$ cat src/rtl/branch_predictor_if.sv
// Fetch/resolve port bundle of the branch predictor.
//   master : pipeline side, drives the IF lookup PC and the EX resolve/update fields.
//   slave  : predictor side, returns the prediction for the IF PC.
// Lookup : if_pc -> pred_hit, pred_taken, pred_target, pred_idx (combinational)
// Update : upd_valid, upd_pc, upd_idx, upd_is_branch, upd_taken, upd_target
interface branch_predictor_if #(
  parameter int unsigned XLEN        = 32,
  parameter int unsigned BTB_ENTRIES = 16
);
  localparam int unsigned Idx = $clog2(BTB_ENTRIES);

  // IF-stage lookup
  logic [XLEN-1:0] if_pc;
  logic            pred_hit;
  logic            pred_taken;
  logic [XLEN-1:0] pred_target;
  logic [Idx-1:0]  pred_idx;

  // EX-stage resolve
  logic            upd_valid;
  logic [XLEN-1:0] upd_pc;
  logic [Idx-1:0]  upd_idx;
  logic            upd_is_branch;
  logic            upd_taken;
  logic [XLEN-1:0] upd_target;

  modport master (
    output if_pc, upd_valid, upd_pc, upd_idx, upd_is_branch, upd_taken, upd_target,
    input  pred_hit, pred_taken, pred_target, pred_idx
  );

  modport slave (
    input  if_pc, upd_valid, upd_pc, upd_idx, upd_is_branch, upd_taken, upd_target,
    output pred_hit, pred_taken, pred_target, pred_idx
  );
endinterface

$ cat src/rtl/branch_predictor.sv
// Dynamic branch predictor for the IF stage: a direct-mapped BTB (valid, tag, target,
// jump flag) plus a table of saturating counters indexed by PC (bimodal, GHR_BITS=0)
// or by PC XOR global history (gshare, GHR_BITS>0).
// Ports:
//   clk   : clock, rising edge
//   reset : asynchronous active-low reset
//   bp    : branch_predictor_if.slave, combinational lookup from if_pc and
//           single-edge training from the EX-stage resolve fields
module branch_predictor #(
  parameter int unsigned XLEN        = 32,
  parameter int unsigned BTB_ENTRIES = 16,
  parameter int unsigned CNT_BITS    = 2,
  parameter int unsigned GHR_BITS    = 0
) (
  input  logic               clk,
  input  logic               reset,
  branch_predictor_if.slave  bp
);

  localparam int unsigned Idx  = $clog2(BTB_ENTRIES);
  localparam int unsigned TagW = XLEN - Idx - 2;
  // Weakly not-taken start point; 0 for a 1-bit counter
  localparam logic [CNT_BITS-1:0] CntInit = CNT_BITS'((1 << (CNT_BITS - 1)) - 1);
  localparam logic [CNT_BITS-1:0] CntMax  = '1;

  // State
  logic [BTB_ENTRIES-1:0] r_valid;
  logic [BTB_ENTRIES-1:0] r_jump;
  logic [TagW-1:0]        r_tag    [BTB_ENTRIES];
  logic [XLEN-1:0]        r_target [BTB_ENTRIES];
  logic [CNT_BITS-1:0]    r_cnt    [BTB_ENTRIES];

  // Lookup path
  logic [Idx-1:0]  w_lk_bidx;
  logic [TagW-1:0] w_lk_tag;
  logic [Idx-1:0]  w_ghr_ext;
  logic [Idx-1:0]  w_pidx;
  logic            w_hit;
  logic            w_taken;

  // Update path
  logic [Idx-1:0]      w_up_bidx;
  logic [TagW-1:0]     w_up_tag;
  logic                w_btb_we;
  logic                w_cnt_we;
  logic [CNT_BITS-1:0] w_cnt_cur;
  logic [CNT_BITS-1:0] w_cnt_nxt;
  logic                w_unused_pc_lsbs;

  // Instructions are word aligned; the low PC bits carry no information here
  assign w_unused_pc_lsbs = ^{bp.if_pc[1:0], bp.upd_pc[1:0]};

  // ---------------------------------------------------------------------------
  // Global history (gshare only)
  // ---------------------------------------------------------------------------
  if (GHR_BITS > 0) begin : g_gshare
    logic [GHR_BITS-1:0] r_ghr;
    logic [GHR_BITS:0]   w_ghr_shift;
    logic                w_unused_ghr_msb;

    // Shift through a one-bit-wider vector so GHR_BITS=1 needs no special case
    assign w_ghr_shift      = {r_ghr, bp.upd_taken};
    assign w_unused_ghr_msb = w_ghr_shift[GHR_BITS];

    // Non-speculative: only resolved conditional branches shift in
    always_ff @(posedge clk or negedge reset) begin
      if (!reset) begin
        r_ghr <= '0;
      end else if (w_cnt_we) begin
        r_ghr <= w_ghr_shift[GHR_BITS-1:0];
      end
    end

    assign w_ghr_ext = Idx'(r_ghr);
  end else begin : g_bimodal
    assign w_ghr_ext = '0;
  end

  // ---------------------------------------------------------------------------
  // Lookup (combinational, reads pre-update state; no bypass from the update port)
  // ---------------------------------------------------------------------------
  assign w_lk_bidx = bp.if_pc[Idx+1:2];
  assign w_lk_tag  = bp.if_pc[XLEN-1:Idx+2];
  assign w_pidx    = w_lk_bidx ^ w_ghr_ext;

  assign w_hit   = r_valid[w_lk_bidx] && (r_tag[w_lk_bidx] == w_lk_tag);
  assign w_taken = w_hit && (r_jump[w_lk_bidx] || r_cnt[w_pidx][CNT_BITS-1]);

  assign bp.pred_hit    = w_hit;
  assign bp.pred_taken  = w_taken;
  assign bp.pred_target = w_taken ? r_target[w_lk_bidx] : bp.if_pc + XLEN'(4);
  assign bp.pred_idx    = w_pidx;

  // ---------------------------------------------------------------------------
  // Update
  // ---------------------------------------------------------------------------
  assign w_up_bidx = bp.upd_pc[Idx+1:2];
  assign w_up_tag  = bp.upd_pc[XLEN-1:Idx+2];
  // Jumps count as taken regardless of upd_taken
  assign w_btb_we  = bp.upd_valid && (!bp.upd_is_branch || bp.upd_taken);
  assign w_cnt_we  = bp.upd_valid && bp.upd_is_branch;
  assign w_cnt_cur = r_cnt[bp.upd_idx];

  always_comb begin
    w_cnt_nxt = w_cnt_cur;
    if (bp.upd_taken) begin
      if (w_cnt_cur != CntMax) w_cnt_nxt = w_cnt_cur + CNT_BITS'(1);
    end else begin
      if (w_cnt_cur != '0) w_cnt_nxt = w_cnt_cur - CNT_BITS'(1);
    end
  end

  always_ff @(posedge clk or negedge reset) begin
    if (!reset) begin
      for (int i = 0; i < int'(BTB_ENTRIES); i++) begin
        r_cnt[i] <= CntInit;
      end
    end else if (w_cnt_we) begin
      r_cnt[bp.upd_idx] <= w_cnt_nxt;
    end
  end

  always_ff @(posedge clk or negedge reset) begin
    if (!reset) begin
      r_valid <= '0;
    end else if (w_btb_we) begin
      r_valid[w_up_bidx] <= 1'b1;
    end
  end

  // Tag/target/jump storage is never reset; r_valid gates every read of it
  always_ff @(posedge clk) begin
    if (w_btb_we) begin
      r_tag[w_up_bidx]    <= w_up_tag;
      r_target[w_up_bidx] <= bp.upd_target;
      r_jump[w_up_bidx]   <= !bp.upd_is_branch;
    end
  end

endmodule
$ cat src/flat_wrapper.sv
// flat-port wrapper written by rule: the top's interface ports become plain ports
module branch_predictor_flat 
#(
  parameter int unsigned XLEN        = 32,
  parameter int unsigned BTB_ENTRIES = 16,
  parameter int unsigned CNT_BITS    = 2,
  parameter int unsigned GHR_BITS    = 0
)
  (clk, reset, bp_if_pc, bp_upd_valid, bp_upd_pc, bp_upd_idx, bp_upd_is_branch, bp_upd_taken, bp_upd_target, bp_pred_hit, bp_pred_taken, bp_pred_target, bp_pred_idx);
  branch_predictor_if #(.XLEN(XLEN), .BTB_ENTRIES(BTB_ENTRIES)) bp_i ();
  input  logic clk;
  input  logic reset;
  input wire logic [$bits(bp_i.if_pc)-1:0] bp_if_pc;
  input wire logic [$bits(bp_i.upd_valid)-1:0] bp_upd_valid;
  input wire logic [$bits(bp_i.upd_pc)-1:0] bp_upd_pc;
  input wire logic [$bits(bp_i.upd_idx)-1:0] bp_upd_idx;
  input wire logic [$bits(bp_i.upd_is_branch)-1:0] bp_upd_is_branch;
  input wire logic [$bits(bp_i.upd_taken)-1:0] bp_upd_taken;
  input wire logic [$bits(bp_i.upd_target)-1:0] bp_upd_target;
  output wire logic [$bits(bp_i.pred_hit)-1:0] bp_pred_hit;
  output wire logic [$bits(bp_i.pred_taken)-1:0] bp_pred_taken;
  output wire logic [$bits(bp_i.pred_target)-1:0] bp_pred_target;
  output wire logic [$bits(bp_i.pred_idx)-1:0] bp_pred_idx;
  assign bp_i.if_pc = bp_if_pc;
  assign bp_i.upd_valid = bp_upd_valid;
  assign bp_i.upd_pc = bp_upd_pc;
  assign bp_i.upd_idx = bp_upd_idx;
  assign bp_i.upd_is_branch = bp_upd_is_branch;
  assign bp_i.upd_taken = bp_upd_taken;
  assign bp_i.upd_target = bp_upd_target;
  assign bp_pred_hit = bp_i.pred_hit;
  assign bp_pred_taken = bp_i.pred_taken;
  assign bp_pred_target = bp_i.pred_target;
  assign bp_pred_idx = bp_i.pred_idx;
  branch_predictor #(.XLEN(XLEN), .BTB_ENTRIES(BTB_ENTRIES), .CNT_BITS(CNT_BITS), .GHR_BITS(GHR_BITS)) u_core (.clk(clk), .reset(reset), .bp(bp_i));
endmodule
$ cat config.mk
export PLATFORM = sky130hd
export DESIGN_NAME = branch_predictor_flat
export DESIGN_NICKNAME = d
export VERILOG_FILES = /design/src/rtl/branch_predictor_if.sv /design/src/rtl/branch_predictor.sv /design/src/flat_wrapper.sv
export SDC_FILE = /design/constraint.sdc
export NUM_CORES = 1
export LEC_CHECK = 0
export CAP_MARGIN = 20
export CORE_ASPECT_RATIO = 2
export CORE_UTILIZATION = 40
export CTS_CLUSTER_SIZE = 14
export DETAILED_ROUTE_END_ITERATION = 7
export DONT_BUFFER_PORTS = 1
export MAX_ROUTING_LAYER = met4
export PLACE_DENSITY = 0.59
export SYNTH_ARGS = -nofsm -noshare
export SYNTH_HDL_FRONTEND = slang
export SYNTH_SLANG_ARGS = --single-unit
$ cat constraint.sdc
create_clock -name clk -period 11.1 [get_ports clk]
set_clock_uncertainty 0.1 [all_clocks]
set_input_delay 2.22 -clock clk [delete_from_list [all_inputs] [get_ports clk]]
set_output_delay 2.22 -clock clk [all_outputs]
set_load 0.05 [all_outputs]
==> results.yml, run 1 <==
critical_path:
  cp_slowest_cell: "mux4_2"
  crit_chain: "mux4_2 -> mux4_2 -> xnor2_1 -> o211ai_1 -> or4b_4 -> nor4_4 -> buf_4 -> mux2i_1 -> buf_4"
  cp-end-kind: "output port"
  required_ns: 8.78
  r2r_slack_ns: 8.56
  critPathLaunch: "bp_if_pc[2]"
  critPathLaunchType: "input pin"
  slowest_delay_ns: 0.74
  critPathArrivalTime_ns: 6.33
  critPathMaxFanout: 234
  crit_type: "in2out"
  worst_r2r_startpoint: "u_core.r_cnt[27]"
finish:
  final_cell_mix: "edfxtp_1 (944), mux4_2 (241), clkbuf_16 (97), mux2i_1 (80), mux2_2 (53)"
  final_core_util: 0.4488
  layout-drive-gt1-share: 0.2688
  final_area_um2: 44300
  area_delta_synth_final_pct: 10.95
  fin_nets: 2047
  final_cell_count_no_fill: 3326
  layout_commonest_cell: "edfxtp_1"
power_and_ir_drop:
  peakVddDrop_mv: 0.1164
  p_leak_uw: 0.01400
  p_per_area_nw_per_um2: 175.0
placed_design:
  dpl_cell_area_um2: 41410
  numPortBuffers: 0
  dpl.cell_count: 3168
  dpl.hpwl_um: 61170
  gp_congestion: 0.9414
  dp_slack_ns: 2.655
floorplan:
  fp.dieArea_um2: 101200
  rows: 163
  fp.dieW_um: 225.4
  initial_core_util: 0.4045
  die_y_um: 448.8
  core_area_um2: 98710
  io_pins: 143
routing:
  route.detailed.drc: 0
  drt-initial-drc-count: 1426
  viasPerCell: 5.698
  drt-pass1-iter-count: 5
  avgRoutedWirePerCell_um: 30.85
  routed_wl_um: 102600
  dr_total_vias: 18950
  antenna_left: 0
sta:
  grt_setup_unrepaired: "no"
  finalWorstSetupSlack_ns: 2.452
  finalHoldViolCount: 0
  fin_tns_setup_ns: 0
  slew_headroom: 0.2378
  worst_pin_slew_ns: 1.141
  drv_slew: 0
  finalSetupViolCount: 0
  min_period_over_period: 0.7791
  max_clock_freq_mhz: 115.6
  fin_crit_ns: 8.648
min_path:
  holdCritStartpoint: "u_core.r_valid[4]"
  hold_path.class: "reg2reg"
global_route:
  grt_pass1_wl_um: 145700
  antenna_found_initial: 2
  grt_usage: 0.2130
  grt-ovfl-total: 0
  grt_pass1_vias: 20400
  grt_max_degree: 253
synthesis:
  synth_edf_count: 944
  synth-seq-cells: 992
  async_reset_ff_frac: 0.04839
  yosysSeqAreaShare: 0.7405
  syn_area_um2: 39930
  yosysWarnings: 0
  synth_nets: 2018
  avgSynthCellArea_um2: 20.88
  netlist_instances: 1912
  ys.flop_type: "edfxtp_1"
  synth.distinct_cells: 70
clock_network:
  cts_max_path_buffers: 3
  cts_sinks: 992
  cts_root_buffer: "clkbuf_16"
  cts_setup_buffers: 0
  ctsHoldBuffers: 0
  cts_tree: "built"
  insertion_delay_ns: 0.67
  cts_max_level: 3
  cts_resized: 0
  cts_buffers: 91
  path_clk_slew_ns: 0.06
flow_run:
  maxCapViolCount: 0
outcome:
  status: "complete, no violations"
==> report_power, final <==
part | switching, µW | internal, µW
combinational | 211 | 201
clock | 1340 | 1770
sequential | 31.8 | 4200
total | 1580 | 6170
==> final cells by class <==
cell class / instances / area [µm²]
clock buffer: 118 / 2506
inverter: 21 / 80.08
clock inverter: 39 / 382.9
antenna: 1 / 2.502
fill: 8423 / 54410
multi-input combinational: 797 / 9824
sequential: 992 / 29570
tap: 1320 / 1652
timing repair buffer: 38 / 285.3
==> critical path, delay by kind of cell <==
family	cells	cell delay [ns]
muxes	3	1.56
and+or+nand+nor	2	0.95
buffers and inverters	2	0.71
AOI/OAI and AO/OA	1	0.29
xor gates and xnor gates	1	0.15
==> cells in the mapped netlist, drive strengths merged, types with 2 or more instances <==
library cell	instances	area [µm²]
a2111oi	2	17.52
a211oi	8	60.06
a21oi	17	85.08
a221oi	3	26.28
a22o	2	17.52
a22oi	24	180.2
a311oi	2	23.77
a31oi	2	12.51
and2	4	26.28
and3	5	31.28
and4	2	17.52
buf	59	406.6
clkbuf	43	161.4
dfrtp	32	800.8
dfstp	16	420.4
edfxtp	944	28350
inv	20	75.07
maj3	2	20.02
mux2	82	1032
mux2i	81	823.3
mux4	241	5428
nand2	44	165.2
nand2b	13	81.33
nand3	15	75.07
nand3b	2	15.01
nand4	14	87.58
nor2	58	217.7
nor2b	7	43.79
nor3	22	110.1
nor3b	2	15.01
nor4	7	58.81
o2111ai	4	35.03
o211ai	2	15.01
o21ai	8	40.03
o22a	2	17.52
o22ai	26	162.7
o311ai	3	26.28
or2	20	125.1
or3	5	31.28
or4	2	15.01
or4b	2	23.77
xnor2	35	306.5
xor2	11	96.34
==> state kept, by name (all words and copies together) (netlist names) <==
register	cells
u_core.r_valid	16
u_core.r_target	512
u_core.r_tag	416
u_core.r_jump	16
u_core.r_cnt	32
==> metal layers <==
| metal | GRT usage | vias to the layer above | wire [µm] |
|---|---|---|---|
| met4 | 0.08482 | 0 | 3967 |
| li1 | - | 7972 | - |
| met5 | - | - | 0 |
| met2 | 0.3633 | 568 | 53990 |
| met1 | 0.2391 | 10220 | 37970 |
| met3 | 0.05034 | 189 | 6688 |
==> kinds of logic after synthesis <==
logic type                 count (synthesis)  synth area share
and+or+nand+nor                          229           0.02974
buffers and inverters                    123           0.01620
DFF                                      992            0.7405
AOI/OAI and AO/OA                        115           0.02024
xor gates and xnor gates                  46           0.01009
adders and majority gates                  3         0.0008147
muxes                                    404            0.1824
==> worst paths after layout <==
check                      depth (start not counted)                 to
max                                                9  bp_pred_target[2]
min                                                1  u_core.r_valid[4]
max reg2reg                                        4   u_core.r_cnt[11]
min reg2reg                                        1  u_core.r_valid[4]
max in group asynchronous                          0   u_core.r_cnt[12]
min in group asynchronous                          0   u_core.r_cnt[23]
==> stage by stage <==
stage / power, µW / hold slack [ns]
3_5_place_dp: 4729 / 0.3513
3_3_place_gp: 4716 / 0.3461
6_report: 7752 / 0.3635
4_1_cts: 7810 / 0.3665
5_1_grt: 7959 / 0.3803
2_1_floorplan: 4657 / 0.3337
(Power assumes the default switching activity.)
==> run 2: changes to the inputs <==
==> constraint.sdc (replaced) <==
create_clock -name clk -period 8.9 [get_ports clk]
set_clock_uncertainty 0.1 [all_clocks]
set_input_delay 1.78 -clock clk [delete_from_list [all_inputs] [get_ports clk]]
set_output_delay 1.78 -clock clk [all_outputs]
set_load 0.05 [all_outputs]
==> run 2 against run 1 <==
Against the previous run:
- sequential cell count unchanged
- sequential power increased by 25%
- highest routed layer unchanged
- worst hold slack better by 0.0026 ns
- utilization about the same
- critical path type unchanged
==> results.yml, run 2 (synthesized netlist as in run 1, its figures left out) <==
clock_network:
  cts_root_buffer: "clkbuf_16"
  cts_buffers: 91
  cts_max_level: 3
  cts_max_path_buffers: 3
  cts_tree: "built"
  insertion_delay_ns: 0.68
  cts_resized: 0
  path_clk_slew_ns: 0.06
  ctsHoldBuffers: 0
  cts_setup_buffers: 0
  cts_sinks: 992
finish:
  final_area_um2: 44270
  area_delta_synth_final_pct: 10.87
  final_cell_mix: "edfxtp_1 (944), mux4_2 (241), clkbuf_16 (94), mux2i_1 (80), mux2_2 (53)"
  fin_nets: 2047
  final_core_util: 0.4485
  layout_commonest_cell: "edfxtp_1"
  layout-drive-gt1-share: 0.2707
  reg_top3: "u_core.r_target: 512 flops, u_core.r_tag: 416 flops, u_core.r_cnt: 32 flops"
  top_register: "u_core.r_target"
  largest_reg_flops: 512
floorplan:
  die_y_um: 448.8
  fp.dieW_um: 225.4
  core_area_um2: 98710
  io_pins: 143
  rows: 163
  fp.dieArea_um2: 101200
  initial_core_util: 0.4045
global_route:
  grt-ovfl-total: 0
  grt_pass1_wl_um: 148300
  antenna_found_initial: 2
  grt_pass1_vias: 20290
  grt_max_degree: 253
  grt_usage: 0.2159
sta:
  grt_setup_unrepaired: "no"
  fin_crit_ns: 7.708
  slew_headroom: 0.3149
  finalSetupViolCount: 0
  worst_pin_slew_ns: 1.025
  min_period_over_period: 0.8660
  fin_tns_setup_ns: 0
  finalHoldViolCount: 0
  drv_slew: 0
  max_clock_freq_mhz: 129.7
min_path:
  min_delay_path_depth: 1
  hold_path.class: "reg2reg"
power_and_ir_drop:
  p_leak_uw: 0.01396
  peakVddDrop_mv: 0.1335
  p_per_area_nw_per_um2: 216.3
  power_uw: 9577
routing:
  avgRoutedWirePerCell_um: 31.19
  routed_wl_um: 103800
  viasPerCell: 5.772
  drt-initial-drc-count: 1628
  antenna_left: 0
  drt-pass1-iter-count: 5
  route.detailed.drc: 0
  dr_total_vias: 19210
critical_path:
  critPathMaxFanout: 234
  critPathArrivalTime_ns: 5.83
  critPathLaunchType: "input pin"
  crit_type: "in2out"
  required_ns: 7.02
  r2r_cells: 4
  cp-end-kind: "output port"
  r2r_slack_ns: 6.35
placed_design:
  gp_congestion: 0.9415
  numPortBuffers: 0
  dpl_cell_area_um2: 41460
  dpl.hpwl_um: 61150
flow_run:
  maxCapViolCount: 0
outcome:
  status: "complete, no violations"
run 2: layout make-up:
cell class	count	area [µm²]
clock buffers	118	2442
clock inverters	40	364.1
multi-input cells	797	9824
well taps	1320	1652
flip-flops and latches	992	29570
diodes	1	2.502
repair buffers	38	335.3
inverters	21	80.08
fillers	8386	54440
run 2: per-layer routing:
layer  part of all wire  vias to the layer above  track usage
met5                  0                        -            -
met2               0.54                      604       0.3752
met3              0.060                      159      0.04119
li1                   -                     7986            -
met1               0.38                    10460       0.2502
met4              0.028                        0      0.06750
run 2: per-stage QoR:
step                      hold WS (ns)  worst slack [ns]  std cells
after floorplan                 0.3337             1.590       1912
after global placement          0.3456             1.477       3168
after detailed placement        0.3535             1.523       3168
after CTS                       0.3680             1.495       3326
after global routing            0.3841             1.261       3327
final                           0.3661             1.192       3327
run 2: path summary, 6_finish.rpt:
check,from,to
setup / recovery,bp_if_pc[2],bp_pred_target[2]
hold / removal,u_core.r_valid[3],u_core.r_valid[3]
setup reg to reg,u_core.r_cnt[15],u_core.r_cnt[15]
hold reg to reg,u_core.r_valid[3],u_core.r_valid[3]
max in group asynchronous,reset,u_core.r_cnt[12]
min in group asynchronous,reset,u_core.r_valid[7]
run 2: power breakdown:
group | internal (µW) | total (µW) | leakage, µW | switching, µW
logic | 251 | 515 | 0.00352 | 264
clock network | 2110 | 3780 | 0.00137 | 1670
registers | 5240 | 5280 | 0.00907 | 39.9
total | 7600 | 9580 | 0.0140 | 1980
run 2: critical path, stage by stage:
cell and delay [ns]:
mux4_2 0.64, mux2i_1 0.17, mux2i_1 0.15, xnor2_1 0.39, or4b_1 0.49, or4b_4 0.51
nor4_4 0.32, buf_4 0.47, mux2i_1 0.31, buf_4 0.26
==> run 3: changes to the inputs <==
--- a/config.mk
+++ b/config.mk
@@ -7,6 +7,7 @@
 export LEC_CHECK = 0
 export CAP_MARGIN = 20
 export CORE_ASPECT_RATIO = 2
+export CORE_MARGIN = 3
 export CORE_UTILIZATION = 40
 export CTS_CLUSTER_SIZE = 14
 export DETAILED_ROUTE_END_ITERATION = 7
@@ -16,3 +17,4 @@
 export SYNTH_ARGS = -nofsm -noshare
 export SYNTH_HDL_FRONTEND = slang
 export SYNTH_SLANG_ARGS = --single-unit
+export TNS_END_PERCENT = 10
==> run 3 against run 2 <==
Against the previous run:
- via count fell by 1.1%
- sequential cell count did not move
- combinational power barely moved
- clock power fell by 1%
==> results.yml, run 3 (synthesized netlist as in run 1, its figures left out) <==
critical_path:
  crit_end: "bp_pred_target[31]"
  critical_path_depth: 9
  critPathMaxFanout: 252
  required_ns: 7.02
  worst_r2r_startpoint: "u_core.r_cnt[27]"
  cp_slowest_cell: "or2_2"
  crit_chain: "or2_2 -> o22ai_1 -> nor3_1 -> o32a_1 -> or4b_1 -> or4b_4 -> nor4_4 -> buf_4 -> mux2_2"
  critPathArrivalTime_ns: 5.94
  critPathLaunch: "bp_if_pc[3]"
  crit_buf_inv: 1
  slowest_delay_ns: 0.69
  r2r_slack_ns: 6.36
  cp-end-kind: "output port"
  r2r-end: "u_core.r_cnt[25]"
  cp_top_family: "simple AND/OR/NAND/NOR gates"
  r2r_cells: 4
  crit_type: "in2out"
  critPathLaunchType: "input pin"
floorplan:
  fp.dieArea_um2: 103900
  rows: 163
  fp.dieW_um: 229.4
  io_pins: 143
  core_area_um2: 98910
  die_y_um: 452.8
  initial_core_util: 0.4037
outcome:
  status: "complete, no violations"
routing:
  dr_total_vias: 19000
  route.detailed.drc: 0
  routed_wl_um: 103400
  drt-initial-drc-count: 1596
  antenna_left: 0
  viasPerCell: 5.702
  avgRoutedWirePerCell_um: 31.06
  drt-pass1-iter-count: 5
min_path:
  hold_path.class: "reg2reg"
sta:
  slew_headroom: 0.2766
  max_clock_freq_mhz: 127.9
  fin_crit_ns: 7.821
  finalHoldViolCount: 0
  grt_setup_unrepaired: "no"
  drv_slew: 0
  holdWs_ns: 0.3685
  min_period_over_period: 0.8788
  finalSetupViolCount: 0
  worst_pin_slew_ns: 1.083
  fin_tns_setup_ns: 0
power_and_ir_drop:
  peakVddDrop_mv: 0.1536
  p_per_area_nw_per_um2: 215.6
  p_leak_uw: 0.01393
global_route:
  grt-ovfl-total: 0
  grt_usage: 0.2069
  grt_max_degree: 253
  grt_pass1_wl_um: 148500
  antenna_found_initial: 2
  grt_pass1_vias: 20300
flow_run:
  maxCapViolCount: 0
clock_network:
  cts_tree: "built"
  cts_max_level: 3
  path_clk_slew_ns: 0.06
  cts_resized: 0
  cts_sinks: 992
  cts_setup_buffers: 0
  cts_buffers: 92
  ctsHoldBuffers: 0
  insertion_delay_ns: 0.66
  cts_root_buffer: "clkbuf_16"
  cts_max_path_buffers: 3
placed_design:
  dpl.hpwl_um: 61260
  numPortBuffers: 0
  gp_congestion: 0.9171
finish:
  fin_nets: 2046
  top_register: "u_core.r_target"
  final_cell_mix: "edfxtp_1 (944), mux4_2 (241), clkbuf_16 (94), mux2i_1 (80), mux2_2 (53)"
  layout-drive-gt1-share: 0.2687
  largest_reg_flops: 512
  area_delta_synth_final_pct: 10.67
  reg_top3: "u_core.r_target: 512 flops, u_core.r_tag: 416 flops, u_core.r_cnt: 32 flops"
  fillers: 8409
  layout_commonest_cell: "edfxtp_1"
[run 3: cell count changes in the layout (fill, tap and decap cells not counted), sizes merged]
cell    delta
buf        -2
bufinv     -2
clkbuf     -1
clkinv     +9
[run 3: where the power goes]
group / internal, µW / switching (µW)
combinational: 252 / 261
sequential: 5240 / 39.2
clock: 2060 / 1670
total: 7550 / 1970
[run 3: worst min-delay path by stage]
| stage | from | end | slack, ns | cells after the start |
|---|---|---|---|---|
| floorplan | u_core.r_valid[10] | u_core.r_valid[10] | 0.33 | 1 |
| global placement | u_core.r_valid[12] | u_core.r_valid[12] | 0.35 | 1 |
| detailed placement | u_core.r_valid[2] | u_core.r_valid[2] | 0.35 | 1 |
| CTS | u_core.r_valid[2] | u_core.r_valid[2] | 0.37 | 1 |
| global route | u_core.r_valid[2] | u_core.r_valid[2] | 0.38 | 1 |
| finish | u_core.r_valid[2] | u_core.r_valid[2] | 0.37 | 1 |
[run 3: metal layers]
metal	GRT usage	vias up	wire length [µm]
met5	-	-	0
met4	0.07273	0	3449
met3	0.04607	156	6678
met2	0.3533	588	54340
met1	0.2416	10280	38980
li1	-	7969	-
[run 3: layout make-up]
cell class	instances	area [µm²]	share of cell area
Clock buffer	117	2449	0.05541
Inverter	21	80.08	0.001812
Antenna cell	1	2.502	0.00005663
Timing Repair Buffer	36	270.3	0.006116
Clock inverter	47	342.8	0.007758
Multi-Input combinational cell	797	9824	0.2223
Tap cell	1320	1652	0.03738
Sequential cell	992	29570	0.6691
[run 3: stage by stage]
stage	util	instances	cell area (µm²)	setup WS [ns]	power, µW
after floorplan	-	1912	39930	1.590	5808
after global placement	0.4185	3166	41390	1.491	5883
after detailed placement	0.4185	3166	41390	1.528	5900
after CTS	0.4467	3330	44190	1.520	9612
after global routing	0.4467	3331	44190	1.066	9826
final	0.4467	3331	44190	1.079	9525
[run 3: worst reg2reg max path: cells and delay by family, from the launching register on]
kind | cells | cell delay (ns)
mux | 3 | 1.36
flops | 1 | 0.41
fa+ha+maj | 1 | 0.56
